## src/rtl/ship_life_ctl.sv

```systemverilog
// Ship lifecycle FSM: consumes the latched hit level and sequences
// explosion, blinking invulnerable respawn and game over; emits hit-lock unlock pulses.
module ship_life_ctl #(
  parameter int LIVES_INIT   = 3,
  parameter int DEATH_FRAMES = 60,
  parameter int BLINK_FRAMES = 90,
  parameter int BLINK_BIT    = 3,
  parameter int CNT_W        = 8
) (
  input  logic       pclk,
  input  logic       rst,
  input  logic       hit_locked,
  input  logic       frame_tick,
  output logic       unlock,
  output logic       ship_visible,
  output logic       invuln,
  output logic [1:0] lives,
  output logic       game_over
);

  localparam logic [1:0] S_ALIVE   = 2'd0;
  localparam logic [1:0] S_DYING   = 2'd1;
  localparam logic [1:0] S_RESPAWN = 2'd2;
  localparam logic [1:0] S_OVER    = 2'd3;

  localparam logic [CNT_W-1:0] DEATH_LAST = CNT_W'(DEATH_FRAMES - 1);
  localparam logic [CNT_W-1:0] BLINK_LAST = CNT_W'(BLINK_FRAMES - 1);
  localparam logic [1:0]       LIVES_RST  = 2'(LIVES_INIT);

  logic [1:0]       state, state_n;
  logic [CNT_W-1:0] frame_cnt, cnt_n;
  logic [1:0]       guard_cnt, guard_n;
  logic [1:0]       lives_n;
  logic             unlock_n, vis_n, inv_n, go_n;

  always_comb begin
    state_n  = state;
    cnt_n    = frame_cnt;
    guard_n  = guard_cnt;
    lives_n  = lives;
    unlock_n = 1'b0;
    case (state)
      S_ALIVE: begin
        guard_n = (guard_cnt == 2'd0) ? 2'd0 : guard_cnt - 2'd1;
        // A hit outranks a coincident frame_tick; ticks are irrelevant here anyway.
        if (hit_locked && guard_cnt == 2'd0) begin
          cnt_n   = '0;
          lives_n = (lives == 2'd0) ? 2'd0 : lives - 2'd1;
          state_n = (lives <= 2'd1) ? S_OVER : S_DYING;
        end
      end
      S_DYING: begin
        if (frame_tick) begin
          if (frame_cnt == DEATH_LAST) begin
            state_n  = S_RESPAWN;
            cnt_n    = '0;
            unlock_n = 1'b1;
          end else begin
            cnt_n = frame_cnt + CNT_W'(1);
          end
        end
      end
      S_RESPAWN: begin
        if (frame_tick) begin
          if (frame_cnt == BLINK_LAST) begin
            // Guard masks the stale hit level until the hit-lock stage has cleared.
            state_n  = S_ALIVE;
            cnt_n    = '0;
            guard_n  = 2'd2;
            unlock_n = 1'b1;
          end else begin
            cnt_n = frame_cnt + CNT_W'(1);
          end
        end
      end
      default: begin
        lives_n = 2'd0;
      end
    endcase
  end

  // Outputs are registered from next-state values so they align with the state register.
  always_comb begin
    vis_n = 1'b0;
    if (state_n == S_ALIVE)        vis_n = 1'b1;
    else if (state_n == S_RESPAWN) vis_n = ~cnt_n[BLINK_BIT];
    inv_n = (state_n != S_ALIVE) || (guard_n != 2'd0);
    go_n  = (state_n == S_OVER);
  end

  always_ff @(posedge pclk) begin
    if (rst) begin
      state        <= S_ALIVE;
      frame_cnt    <= '0;
      guard_cnt    <= 2'd0;
      lives        <= LIVES_RST;
      unlock       <= 1'b0;
      ship_visible <= 1'b1;
      invuln       <= 1'b0;
      game_over    <= 1'b0;
    end else begin
      state        <= state_n;
      frame_cnt    <= cnt_n;
      guard_cnt    <= guard_n;
      lives        <= lives_n;
      unlock       <= unlock_n;
      ship_visible <= vis_n;
      invuln       <= inv_n;
      game_over    <= go_n;
    end
  end

endmodule

```

## config.mk

```make
export PLATFORM = sky130hd
export DESIGN_NAME = ship_life_ctl
export DESIGN_NICKNAME = d
export VERILOG_FILES = /design/src/rtl/ship_life_ctl.sv
export SDC_FILE = /design/constraint.sdc
export NUM_CORES = 1
export LEC_CHECK = 0
export CORE_MARGIN = 5
export CORE_UTILIZATION = 25
export DETAILED_ROUTE_END_ITERATION = 8
export SLEW_MARGIN = 20
export SYNTH_ARGS = -nofsm -noshare
export SYNTH_HDL_FRONTEND = slang
export SYNTH_SLANG_ARGS = --single-unit
export TNS_END_PERCENT = 100
```

## constraint.sdc

```tcl
create_clock -name pclk -period 2.65 [get_ports pclk]
set_clock_uncertainty 0.2 [all_clocks]
set_input_delay 0.265 -clock pclk [delete_from_list [all_inputs] [get_ports pclk]]
set_output_delay 0.265 -clock pclk [all_outputs]
set_load 0.01 [all_outputs]
```

* Word level (Yosys, flattened, before mapping)
Index checks and enable logic that the tools add are counted.
** Word-level totals
- Bits of input ports :: 4
- Word-level logic and storage cells :: 63
- Output and inout port bits :: 6
- Register bits after elaboration :: 18
** Operators by class
- Reduce and logical (&&, ||, !) cells :: 13
- $add $sub $neg :: 3
- Multiplexer cells :: 26
- Equal/unequal tests :: 9
- Bitwise gates (word level) :: 2
- Order comparisons :: 1
** Operators with widths (number)
- 8-bit 2-to-1 mux :: 5
- 8-bit case mux with 3 select lines :: 1
- 2-bit 2-to-1 mux :: 11
- 8-bit by 1-bit adder with 8-bit output (second input constant) :: 1
- 8-bit by 6-bit equality test with 1-bit output (second input constant) :: 1
- 8-bit by 7-bit equality test with 1-bit output (second input constant) :: 1
- 2-bit zero test :: 4
- 2-bit case mux with 2 select lines :: 2
- 2-bit equality test (second input constant) :: 3
- 2-bit inequality test (second input constant) :: 3
- 2-bit case mux with 3 select lines :: 1
- 1-bit 2-to-1 mux :: 5
- 4-bit AND reduction :: 1
- 2-bit nonzero test :: 2
- 2-bit OR reduction :: 2
- 2-bit by 1-bit subtractor with 2-bit output (second input constant) :: 2
- 3-bit nonzero test :: 1
- 2-bit by 1-bit equality test with 1-bit output (second input constant) :: 1
- 2-bit by 1-bit <= comparator with 1-bit output (second input constant) :: 1
- 1-bit NOT :: 2
- 1-bit case mux with 2 select lines :: 1
- 2-bit AND reduction :: 1
- 1-bit logical AND :: 1
- 1-bit logical OR :: 1

* Longest topological paths before layout
Gate-level depths: netlist (run 1).
- Word-level depth :: 6
- Gate-level depth with buffers :: 7
- Depth with buffers taken out :: 7

* Worst setup path before layout (run 1)
OpenSTA, ideal clock, no wires.
- Kind :: reg2reg
- Start :: reg frame_cnt[0]
- End :: reg invuln
- Data required time :: 2.316 ns
- Data arrival time :: 1.614 ns
- Library setup time :: 0.134 ns
- Path buffers :: 0
- Cell stages (with the launch flop) :: 7
- Slack :: 0.701 ns
- Cells stage by stage :: dfxtp_1 ha_1 and3b_1 a31oi_4 nor4_4 o32ai_2 or4_1
** On the way
- Longest elaborated chain between the ends :: 6
- Elaborated cells between the ends (all ways) :: 13
** RTL lines
- start, declared :: line 31 : logic [CNT_W-1:0] frame_cnt, cnt_n;
- start signal, assigned :: line 103 : frame_cnt <= cnt_n;
- 8-bit by 7-bit equality test with 1-bit output or 8-bit by 6-bit equality test with 1-bit output (tied branches) :: line 65, 54
- 2-bit 2-to-1 mux, on equally long branches :: line 65, 54
- 2-bit 2-to-1 mux, on equally long branches :: line 64, 53
- 2-bit case mux with 3 select lines or 2-bit case mux with 2 select lines (tied branches) :: line 42 : case (state)
- 2-bit nonzero test :: line 87 : inv_n = (state_n != S_ALIVE) || (guard_n != 2'd0);
- 1-bit logical OR * :: line 87
- end signal, assigned :: line 108 : invuln <= inv_n;
- end, declared :: line 16 : output logic invuln,
Mark *: on every way between the ends. The rest lies on a longest branch, timed or not.
A chain may end at the register's enable or synchronous reset.

* Final worst setup path (run 1)
- Start :: reg state[0]
- End :: reg invuln
** On the way
- Longest elaborated chain between the ends :: 5
- Elaborated cells between the ends (all ways) :: 13
** RTL lines
- start, declared :: line 30 : logic [1:0] state, state_n;
- start signal, assigned :: line 102 : state <= state_n;
- 2-bit 2-to-1 mux, on equally long branches :: line 65, 54
- 2-bit 2-to-1 mux, on equally long branches :: line 64, 53
- 2-bit case mux with 3 select lines :: line 42
- 2-bit nonzero test :: line 87
- 1-bit logical OR * :: line 87
Marked as above.

==> summary.md, run 1 <==
| Metric | Value |
|---|---|
| Via count | `831` |
| Ranking of synthesized cells by instance count | `dfxtp_1 (18), nor2_1 (12), a21oi_1 (8), inv_1 (8), nand2_1 (7)` |
| Main area contributors after synthesis | `dfxtp_1 (36%), ha_1 (7.6%), nor2_1 (4.5%), a21oi_1 (4.0%), xor2_1 (3.5%)` |
| Effective utilization at floorplan | `25.4%` |
| Clock tree from TritonCTS | `done` |
| Max-capacitance violation count | `0` |
| Reg2Reg Depth | `7` |
| Worst vdd ir | `0.182 mV` |
| Post-route DRC violation count | `0` |
| Count of flip-flops with a built-in enable after synthesis | `0` |
| Routed vias/inst | `4.86` |
| Die Span X | `73 um` |
| Hold depth | `2` |
| Slowest Stage Delay on Critical Path | `400 ps` |
| Number of design-rule violations left by the first detailed-router iteration | `22` |
| Hold violation total from the final report | `0` |
| Post-CTS clock slew at the launch and capture registers of the worst setup and hold paths | `70 ps` |
| Unrepaired setup endpoints after global routing | `no` |
| Post-CTS Hold Fix Bufs | `0` |
| Final #Nets | `132` |
| Leading register cell type out of synthesis | `dfxtp_1` |
| CP Capture Type | `flip-flop` |
| Share of cells above drive strength 1 | `8.26%` |
| Flop2flop setup slack | `490 ps` |
| Resized Gates After CTS | `0` |
| Max H-tree Level | `1` |
| Leakage power | `0.426 nW` |
| Clock root buffer | `clkbuf_8` |
| Insertion delay of the later-clocked pin in the worst-skew pair | `260 ps` |
| Area enclosed by the die boundary | `5330 um2` |
| Placed cell count | `167` |
| Total wirelength of the detailed-routed design | `2170 um` |
| Antenna violations before repair | `0` |
| Number of nets with antenna violations after detailed routing | `0` |
| Total half-perimeter wirelength after legalization and detailed placement | `1640 um` |
| Sequential cell area fraction in the yosys report | `36.3%` |
| Netlist area before placement | `992 um2` |
| Number of buffers inserted during clock tree synthesis | `3` |
| Min-Delay Endpoint | `frame_cnt[1]$_SDFFE_PP0P_` |
| Maximum fanout along the worst path | `8` |
| Via count of the first global-routing pass | `837` |
| RePlAce Congestion | `0.871` |
| Yosys warnings | `0` |
| Relative area change from synthesis to final layout | `20.6%` |
| Global-route wire length before repair | `3700 um` |
| Ys async rst share | `0%` |
| Maximum root-to-sink buffer count | `2` |
| Final setup TNS | `0 ps` |
| Dominant cell by count in the synthesized netlist | `dfxtp_1` |
| Number of pins exceeding their max-slew limit in the final report | `0` |
| Pin count of the biggest net entering global routing | `13` |
| Arrival time at the worst endpoint | `2090 ps` |
| Worst-case setup slack after placement | `262 ps` |
| Count of endpoints failing setup in the final report | `0` |
| Clock Sinks | `18` |
| Area share of the leading cell type in the synthesized netlist | `36.3%` |
| Count of boundary I/O pins | `10` |
| Syn avg cell area | `9.10 um2` |
| Post-CTS setup buffers | `0` |
| Syn nets | `119` |
| Antenna diode instance count | `0` |
| FF-to-FF Start | `state[0]$_SDFF_PP0_` |
| WL per Instance | `12.7 um` |
| Run status | `complete, no violations` |
| Shortest period the worst path allows | `2160 ps` |
| Startpoint of the most critical hold path | `frame_cnt[1]$_SDFFE_PP0P_` |
| Type of the worst setup path | `flip-flop to flip-flop` |
| Number of library cell types mapped by synthesis | `40` |
| Slew Limit Headroom | `69.7%` |
| Fmax achieved | `464 MHz` |
| Tightest hold margin | `301 ps` |
| Crit-path most repeated cell | `inv_1` |
| Library cell contributing the largest single delay on the critical path | `or4_1` |
| Overall fraction of global-route tracks in use | `8.89%` |
| Vert. Die Dim | `73 um` |
| Standard-cell row count | `23` |
| Post-layout instance count excluding filler cells | `171` |
| Fillers | `427` |
| Data required time at the worst endpoint | `2580 ps` |
| Synthesized netlist cell count | `109` |
| Quantity of I/O buffers inserted on ports | `9` |
| Final setup slack of the worst path | `493 ps` |
| Tcrit/Tclk final | `81.4%` |
| CP cell instances | `inv_1, ha_1, inv_1, a31oi_4, nor4_4, o32ai_2, or4_1` |
| Ratio of total power to cell area | `628 nW/um2` |
| Number of synthesized register bits | `18` |
| Total gr overflow | `0` |
| Nature of the critical path startpoint | `flip-flop` |
| Reg2reg end | `invuln$_SDFF_PP0_` |
| Hold Path Class | `flip-flop to flip-flop` |
| Core area | `3910 um2` |
| DRT Pass-1 Iters | `4` |
| Most area-hungry cell type in the Yosys netlist | `dfxtp_1` |
| Tightest Pin Transition | `452 ps` |
routing by layer:
| metal | part of all wire (%) | track usage (%) | vias to the layer above |
|---|---|---|---|
| met2 | 47 | 15.0 | 13 |
| met4 | 2.4 | 4.92 | 0 |
| li1 | - | - | 427 |
| met5 | 0 | 0 | - |
| met1 | 47 | 10.7 | 387 |
| met3 | 3.4 | 1.24 | 4 |
cell type report:
type / instances / area [um2] / area share [%]
multi-input cells: 82 / 598 / 50.0
repair buffers: 9 / 90.1 / 7.53
well taps: 50 / 62.6 / 5.23
clock buffers: 4 / 55.1 / 4.60
flip-flops and latches: 18 / 360 / 30.1
inverters: 8 / 30.0 / 2.51
where the power goes:
| group | internal [W] | switching [W] |
|---|---|---|
| combinational | 0.0000958 | 0.000115 |
| sequential | 0.000292 | 0.0000169 |
| clock | 0.000132 | 0.0000990 |
| total | 0.000520 | 0.000231 |
how the worst max path moves through the flow:
stage                                         start                        end  slack [ps]
after floorplan           frame_cnt[0]$_SDFFE_PP0P_          invuln$_SDFF_PP0_         700
after global placement                   hit_locked          invuln$_SDFF_PP0_         300
after detailed placement                 hit_locked          invuln$_SDFF_PP0_         260
after CTS                       state[1]$_SDFF_PP0_  frame_cnt[4]$_SDFFE_PP0P_         490
after global routing            state[1]$_SDFF_PP0_  frame_cnt[4]$_SDFFE_PP0P_         330
final                           state[0]$_SDFF_PP0_          invuln$_SDFF_PP0_         490
kinds of logic after synthesis:
| family | count (synthesis) | synth area share, % |
|---|---|---|
| xor gates and xnor gates | 5 | 4.41 |
| buffers and inverters | 9 | 3.40 |
| adders and majority gates | 6 | 7.57 |
| and+or+nand+nor | 43 | 26.9 |
| AOI/OAI and AO/OA | 28 | 21.4 |
| DFF | 18 | 36.3 |
state kept, by name (all words and copies together), names as in the netlist:
register / count
ship_visible: 1
invuln: 1
unlock: 1
frame_cnt: 8
lives: 2
game_over: 1
state: 2
guard_cnt: 2
placed cells by master, fill, tap and decap left out, types with 2 or more instances in the layout:
cell type and instances:
dfxtp_1 18, nor2_1 12, clkdlybuf4s50_1 9, inv_1 8, a21oi_1 8, nand2_1 7
ha_1 6, o21ai_0 4, nand4_1 4, xor2_1 4, clkbuf_8 4, a21o_1 3
nand2b_1 2, or3b_1 2, or3_1 2, nor4b_1 2, nand3_1 2
worst max-delay path, delay by kind of cell (launching register included):
kind                       cells  cell delay (ps)
and+or+nand+nor                2              680
AOI/OAI and AO/OA              2              210
DFF                            1              390
buffers and inverters          2              250
adders and majority gates      1              290
stage by stage:
step	util [%]	power, W	cell area, um2
after global placement	29.2	0.000521	1140
after floorplan	-	0.000452	992
after detailed placement	29.2	0.000522	1140
after CTS	30.6	0.000753	1200
final	30.6	0.000751	1200
after global routing	30.6	0.000791	1200
No activity file was read; power rests on OpenSTA's default activity.
==> run 2: changes to the inputs <==
==> constraint.sdc (replaced) <==
create_clock -name pclk -period 1.9 [get_ports pclk]
set_clock_uncertainty 0.2 [all_clocks]
set_input_delay 0.19 -clock pclk [delete_from_list [all_inputs] [get_ports pclk]]
set_output_delay 0.19 -clock pclk [all_outputs]
set_load 0.01 [all_outputs]
==> run 2 against run 1 <==
  * The flow now finishes with violations (setup timing)
  * Combinational power grew 150%
  * Die area stayed put
  * Count of clock-buffer cells in the layout decreased by 1
  * Via count grew 20%
  * Flip-flop and latch count unchanged
==> summary.md, run 2 (same netlist as run 1, synthesis figures left out) <==
| Metric | Value |
|---|---|
| Nature of the critical path startpoint | `flip-flop` |
| Antenna diode instance count | `0 (unchanged)` |
| Arrival time at the worst endpoint | `1940 ps (-150 ps)` |
| Leakage power | `0.626 nW (+47%)` |
| RePlAce Congestion | `0.831 (-4.6%)` |
| Fmax achieved | `499 MHz (+7.6%)` |
| DRT Pass-1 Iters | `4 (unchanged)` |
| Total gr overflow | `0 (unchanged)` |
| Data required time at the worst endpoint | `1830 ps (-750 ps)` |
| Power, Total | `0.00123 W (+64%)` |
| Hold Path Class | `flip-flop to flip-flop` |
| Vert. Die Dim | `73 um (unchanged)` |
| Number of design-rule violations left by the first detailed-router iteration | `41 (+86%)` |
| Standard-cell row count | `23 (unchanged)` |
| Share of cells above drive strength 1 | `48.4% (+40 points)` |
| Met3 capacity usage during global routing | `1.38% (+0.14 points)` |
| Relative area change from synthesis to final layout | `67.2%` |
| Number of pins exceeding their max-slew limit in the final report | `0 (unchanged)` |
| Quantity of I/O buffers inserted on ports | `9 (unchanged)` |
| Clock tree from TritonCTS | `done` |
| Maximum fanout along the worst path | `3 (-5)` |
| Post-route DRC violation count | `0 (unchanged)` |
| Number of flip-flops under the largest register name | `8 (unchanged)` |
| Commonest cells after routing, fill and taps aside | `buf_4 (34), dfxtp_1 (13), nor2_1 (11)` |
| Overall fraction of global-route tracks in use | `11.4% (+2.5 points)` |
| Final design utilization | `42.4% (+12 points)` |
| Hold violation total from the final report | `0 (unchanged)` |
| Worst-case setup slack after placement | `-400 ps (-663 ps)` |
| Die Span X | `73 um (unchanged)` |
| WL per Instance | `14.7 um (+16%)` |
| Area enclosed by the die boundary | `5330 um2 (unchanged)` |
| Clk pwr share | `22.1% (-8.7 points)` |
| Core area | `3910 um2 (unchanged)` |
| Type of the worst setup path | `flip-flop to flip-flop` |
| Unrepaired setup endpoints after global routing | `yes` |
| Max H-tree Level | `1 (unchanged)` |
| Run status | `finished with violations` |
| Met2 usage in global routing | `21.1% (+6.1 points)` |
| Sequential share of power | `35.7% (-5.4 points)` |
| Maximum root-to-sink buffer count | `2 (unchanged)` |
| Largest register by flop count | `frame_cnt` |
| P_sw | `0.000387 W (+68%)` |
| Final #Nets | `169 (+28%)` |
| Clock root buffer | `clkbuf_8` |
| Count of endpoints failing setup in the final report | `11 (+11)` |
| Post-CTS clock slew at the launch and capture registers of the worst setup and hold paths | `70 ps (about the same)` |
| Worst vdd ir | `0.284 mV (+56%)` |
| Slew Limit Headroom | `73.9% (+4.2 points)` |
| Antenna violations before repair | `0 (unchanged)` |
| Total wirelength of the detailed-routed design | `3050 um (+40%)` |
| Count of boundary I/O pins | `10 (unchanged)` |
| Number of nets with antenna violations after detailed routing | `0 (unchanged)` |
| Tightest hold margin | `325 ps (+23.4 ps)` |
| Switch share | `31.5% (+0.70 points)` |
| Global routing's busiest layer | `met2` |
| Commonest non-fill, non-tap cell in the layout | `buf_4` |
| CP Capture Type | `flip-flop` |
| Pin count of the biggest net entering global routing | `10 (-3)` |
| Tcrit/Tclk final | `106% (+24 points)` |
| Tightest Pin Transition | `392 ps (-60.5 ps)` |
| Routed vias/inst | `4.83 (-0.59%)` |
| Ratio of total power to cell area | `742 nW/um2 (+18%)` |
| Shortest period the worst path allows | `2000 ps (-152 ps)` |
| Max-capacitance violation count | `0 (unchanged)` |
| Clock Sinks | `18 (unchanged)` |
| Internal power consumption | `0.000843 W (+62%)` |
| Violated checks | `setup timing` |
| Effective utilization at floorplan | `25.4% (unchanged)` |
| Total half-perimeter wirelength after legalization and detailed placement | `2030 um (+24%)` |
| Met1 layer usage reported by global route | `12.5% (+1.7 points)` |
| Global-route wire length before repair | `4710 um (+27%)` |
| Final setup slack of the worst path | `-105 ps (-598 ps)` |
| Via count | `1000 (+20%)` |
| Insertion delay of the later-clocked pin in the worst-skew pair | `260 ps (about the same)` |
| Combinational share of power | `42.3% (+14 points)` |
| Number of buffers inserted during clock tree synthesis | `3 (unchanged)` |
| Via count of the first global-routing pass | `1023 (+22%)` |
[run 2: final cells by class]
class / instances / area, um2
clock buffers: 3 / 41.3
fillers: 371 / 2250
inverters: 8 / 37.5
multi-input cells: 82 / 766
flip-flops and latches: 18 / 374
well taps: 50 / 62.6
repair buffers: 46 / 378
[run 2: critical path, cell delays in order, from the launching register on]
cell and delay, ps:
dfxtp_2 330, inv_2 60, ha_4 110, and3b_2 250
a31oi_4 130, nor4_4 280, o32ai_2 130, or4_1 400
[run 2: power groups by stage]
stage / clock, W / combinational (W) / sequential [W]
global placement: 0 / 0.000362 / 0.000436
detailed placement: 0 / 0.000371 / 0.000437
finish: 0.000271 / 0.000520 / 0.000439
CTS: 0.000275 / 0.000465 / 0.000439
global route: 0.000284 / 0.000553 / 0.000443
floorplan: 0 / 0.000191 / 0.000443
[run 2: final timing paths]
kind / from / end / slack [ps] / cells after the start
max: frame_cnt[1]$_SDFFE_PP0P_ / invuln$_SDFF_PP0_ / -100 / 7
min: lives[0]$_SDFFE_PP1P_ / lives[0]$_SDFFE_PP1P_ / 320 / 2
max reg2reg: frame_cnt[1]$_SDFFE_PP0P_ / invuln$_SDFF_PP0_ / -100 / 7
min reg2reg: lives[0]$_SDFFE_PP1P_ / lives[0]$_SDFFE_PP1P_ / 320 / 2
[run 2: stage by stage]
| step | TNS [ps] | area (um2) | cells |
|---|---|---|---|
| 5_1_grt | -1540 | 1660 | 207 |
| 4_1_cts | -429 | 1570 | 203 |
| 3_3_place_gp | -2890 | 1350 | 193 |
| 3_5_place_dp | -3480 | 1350 | 193 |
| 6_report | -673 | 1660 | 207 |
| 2_1_floorplan | -19.9 | 1000 | 109 |
[run 2: timing repair]
item                                    4_1_cts  5_1_grt
pin swaps                                    16       13
resized for setup                            32       13
buffers inserted                              7        4
hold buffers                                  0        0
endpoints found under the hold margin         0        0
endpoints found under the setup margin       14       13
[run 2: per-layer routing]
layer | part of all wire, % | vias up
li1 | - | 497
met1 | 41 | 470
met2 | 52 | 21
met3 | 2.5 | 12
met4 | 3.7 | 0
met5 | 0 | -
==> run 3: changes to the inputs <==
--- a/config.mk
+++ b/config.mk
@@ -8,6 +8,7 @@
 export CORE_MARGIN = 5
 export CORE_UTILIZATION = 25
 export DETAILED_ROUTE_END_ITERATION = 8
+export HOLD_SLACK_MARGIN = 0.03
 export SLEW_MARGIN = 20
 export SYNTH_ARGS = -nofsm -noshare
 export SYNTH_HDL_FRONTEND = slang
==> constraint.sdc (replaced) <==
create_clock -name pclk -period 2 [get_ports pclk]
set_clock_uncertainty 0.2 [all_clocks]
set_input_delay 0.2 -clock pclk [delete_from_list [all_inputs] [get_ports pclk]]
set_output_delay 0.2 -clock pclk [all_outputs]
set_load 0.01 [all_outputs]
==> run 3 against run 2 <==
  * The run still ends with setup timing left
  * Critical path depth down 2
  * Sequential share of layout area up 2.5 points
  * Utilization down 5.0 points
  * Clock power up 11%
  * Register-to-register slack better by 90 ps
  * First-iteration DRC count up 20%
  * Sequential power down 6.6%
  * Routed wire length down 15%
  * Count of clock-buffer cells in the layout up 1
  * Critical endpoint unchanged
==> summary.md, run 3 (same netlist as run 1, synthesis figures left out) <==
| Metric | Value |
|---|---|
| Switch share | `30.3% (-1.2 points)` |
| Final #Nets | `157 (-7.1%)` |
| Maximum root-to-sink buffer count | `2 (unchanged)` |
| Final setup slack of the worst path | `-10.6 ps (+94.1 ps)` |
| Overall fraction of global-route tracks in use | `10.0% (-1.3 points)` |
| Via count | `941 (-5.9%)` |
| Routed vias/inst | `4.80 (-0.62%)` |
| Area of placed instances | `1310 um2 (-2.9%)` |
| Data required time at the worst endpoint | `1930 ps (+100 ps)` |
| Tcrit/Tclk final | `101% (-5.0 points)` |
| Antenna violations before repair | `0 (unchanged)` |
| Unrepaired setup endpoints after global routing | `yes` |
| Shortest period the worst path allows | `2010 ps (+5.89 ps)` |
| Die Span X | `73 um (unchanged)` |
| Sequential share of power | `36.3% (+0.6 points)` |
| Arrival time at the worst endpoint | `1940 ps (about the same)` |
| Post-CTS Hold Fix Bufs | `0 (unchanged)` |
| P_sw | `0.000342 W (-12%)` |
| Insertion delay of the later-clocked pin in the worst-skew pair | `250 ps (about the same)` |
| Vert. Die Dim | `73 um (unchanged)` |
| Standard-cell row count | `23 (unchanged)` |
| Area of the multi-input gates | `667 um2 (-13%)` |
| Core area | `3910 um2 (unchanged)` |
| Tightest Pin Transition | `334 ps (-57.3 ps)` |
| Commonest cells after routing, fill and taps aside | `buf_4 (24), dfxtp_1 (15), nor2_1 (12)` |
| Fmax achieved | `497 MHz (-0.29%)` |
| Max H-tree Level | `1 (unchanged)` |
| Nature of the critical path startpoint | `flip-flop` |
| Number of nets with antenna violations after detailed routing | `0 (unchanged)` |
| Via count of the first global-routing pass | `935 (-8.6%)` |
| Relative area change from synthesis to final layout | `47.7%` |
| Ratio of total power to cell area | `771 nW/um2 (+4.0%)` |
| Hold violation total from the final report | `0 (unchanged)` |
| Post-CTS clock slew at the launch and capture registers of the worst setup and hold paths | `70 ps (about the same)` |
| Clock tree from TritonCTS | `done` |
| Global-route wire length before repair | `4220 um (-11%)` |
| Antenna diode instance count | `0 (unchanged)` |
| Number of pins exceeding their max-slew limit in the final report | `0 (unchanged)` |
| DRT Pass-1 Iters | `4 (unchanged)` |
| Max-capacitance violation count | `0 (unchanged)` |
| Clk pwr share | `26.6% (+4.5 points)` |
| Area enclosed by the die boundary | `5330 um2 (unchanged)` |
| Worst vdd ir | `0.328 mV (+15%)` |
| Final non-filler cell area | `1470 um2 (-12%)` |
| RePlAce Congestion | `0.927 (+12%)` |
| Internal power consumption | `0.000788 W (-6.5%)` |
| Post-route DRC violation count | `0 (unchanged)` |
| Final setup TNS | `-15.7 ps (+657 ps)` |
| Total wirelength of the detailed-routed design | `2590 um (-15%)` |
| Number of flip-flops under the largest register name | `8 (unchanged)` |
| Count of endpoints failing setup in the final report | `3 (-8)` |
| Quantity of I/O buffers inserted on ports | `9 (unchanged)` |
| Total gr overflow | `0 (unchanged)` |
| Pin count of the biggest net entering global routing | `11 (+1)` |
| Hold Path Class | `flip-flop to flip-flop` |
| Violated checks | `setup timing` |
| Commonest non-fill, non-tap cell in the layout | `buf_4` |
| Total half-perimeter wirelength after legalization and detailed placement | `1910 um (-5.7%)` |
| Maximum fanout along the worst path | `5 (+2)` |
| WL per Instance | `13.2 um (-10%)` |
| Largest register by flop count | `frame_cnt` |
| Clock Sinks | `18 (unchanged)` |
| Effective utilization at floorplan | `25.4% (unchanged)` |
| Slew Limit Headroom | `77.7% (+3.8 points)` |
| Type of the worst setup path | `flip-flop to flip-flop` |
| Number of design-rule violations left by the first detailed-router iteration | `49 (+20%)` |
| CP Capture Type | `flip-flop` |
| Share of cells above drive strength 1 | `35.6% (-13 points)` |
| Run status | `finished with violations` |
| Number of buffers inserted during clock tree synthesis | `3 (unchanged)` |
| Clock root buffer | `clkbuf_8` |
| Count of boundary I/O pins | `10 (unchanged)` |
| Fillers | `418 (+13%)` |
| Combinational share of power | `37.0% (-5.3 points)` |
| Leakage power | `0.555 nW (-11%)` |
| Area used by sequential logic in the layout | `367 um2 (-2.0%)` |
run 3: cell types whose count changed in the layout (fill, tap and decap cells not counted), moves of 2 or more:
| cell | delta |
|---|---|
| ha_4 | -2 |
| buf_6 | -2 |
| inv_4 | -3 |
| inv_2 | +2 |
| buf_4 | -10 |
| dfxtp_1 | +2 |
| dfxtp_4 | -2 |
| ha_1 | +2 |
run 3: power groups by stage:
stage          registers [W]  logic [W]  clock network [W]
6_report            0.000410   0.000419           0.000301
5_1_grt             0.000416   0.000454           0.000330
4_1_cts             0.000408   0.000363           0.000313
3_5_place_dp        0.000415   0.000338                  0
3_3_place_gp        0.000414   0.000329                  0
2_1_floorplan       0.000421   0.000178                  0
run 3: final cells by class:
cell class / count / area share [%]
inverters: 8 / 2.31
multi-input cells: 82 / 45.5
repair buffers: 34 / 19.1
flip-flops and latches: 18 / 25.0
well taps: 50 / 4.27
clock buffers: 4 / 3.76
run 3: path summary, 6_finish.rpt:
kind / from / end / slack, ps / depth (start not counted)
worst min-delay path: frame_cnt[7]$_SDFFE_PP0P_ / frame_cnt[7]$_SDFFE_PP0P_ / 330 / 2
worst max-delay path: guard_cnt[0]$_SDFF_PP0_ / invuln$_SDFF_PP0_ / -10 / 5
worst min register to register: frame_cnt[7]$_SDFFE_PP0P_ / frame_cnt[7]$_SDFFE_PP0P_ / 330 / 2
worst max register to register: guard_cnt[0]$_SDFF_PP0_ / invuln$_SDFF_PP0_ / -10 / 5
run 3: critical path, stage by stage (launching register included):
cell     delay, ps
dfxtp_2        340
or3b_4         400
and2_4         160
nor4_4         260
o32ai_2        130
or4_1          400
run 3: per-layer routing:
layer	vias up	global-route usage [%]	wire (um)
li1	471	-	-
met1	439	11.6	1100
met2	23	17.3	1310
met3	8	1.93	118
met4	0	5.33	66
met5	-	0	0
run 3: through the flow:
| step | instances | utilization (%) | setup WS [ps] | hold slack, ps | power, W |
|---|---|---|---|---|---|
| 5_1_grt | 196 | 37.4 | -101 | 356 | 0.00120 |
| 2_1_floorplan | 109 | - | 51.4 | 98.2 | 0.000599 |
| 4_1_cts | 195 | 35.6 | -5.17 | 328 | 0.00108 |
| 3_5_place_dp | 189 | 33.4 | -334 | 311 | 0.000753 |
| 3_3_place_gp | 189 | 33.4 | -248 | 294 | 0.000742 |
| 6_report | 196 | 37.4 | -10.6 | 325 | 0.00113 |
run 3: what timing repair did:
action	4_1_cts	5_1_grt
gates resized for setup	10	14
cloned	0	0
setup buffers	2	1
pin swaps	4	10
setup endpoints to repair	10	12
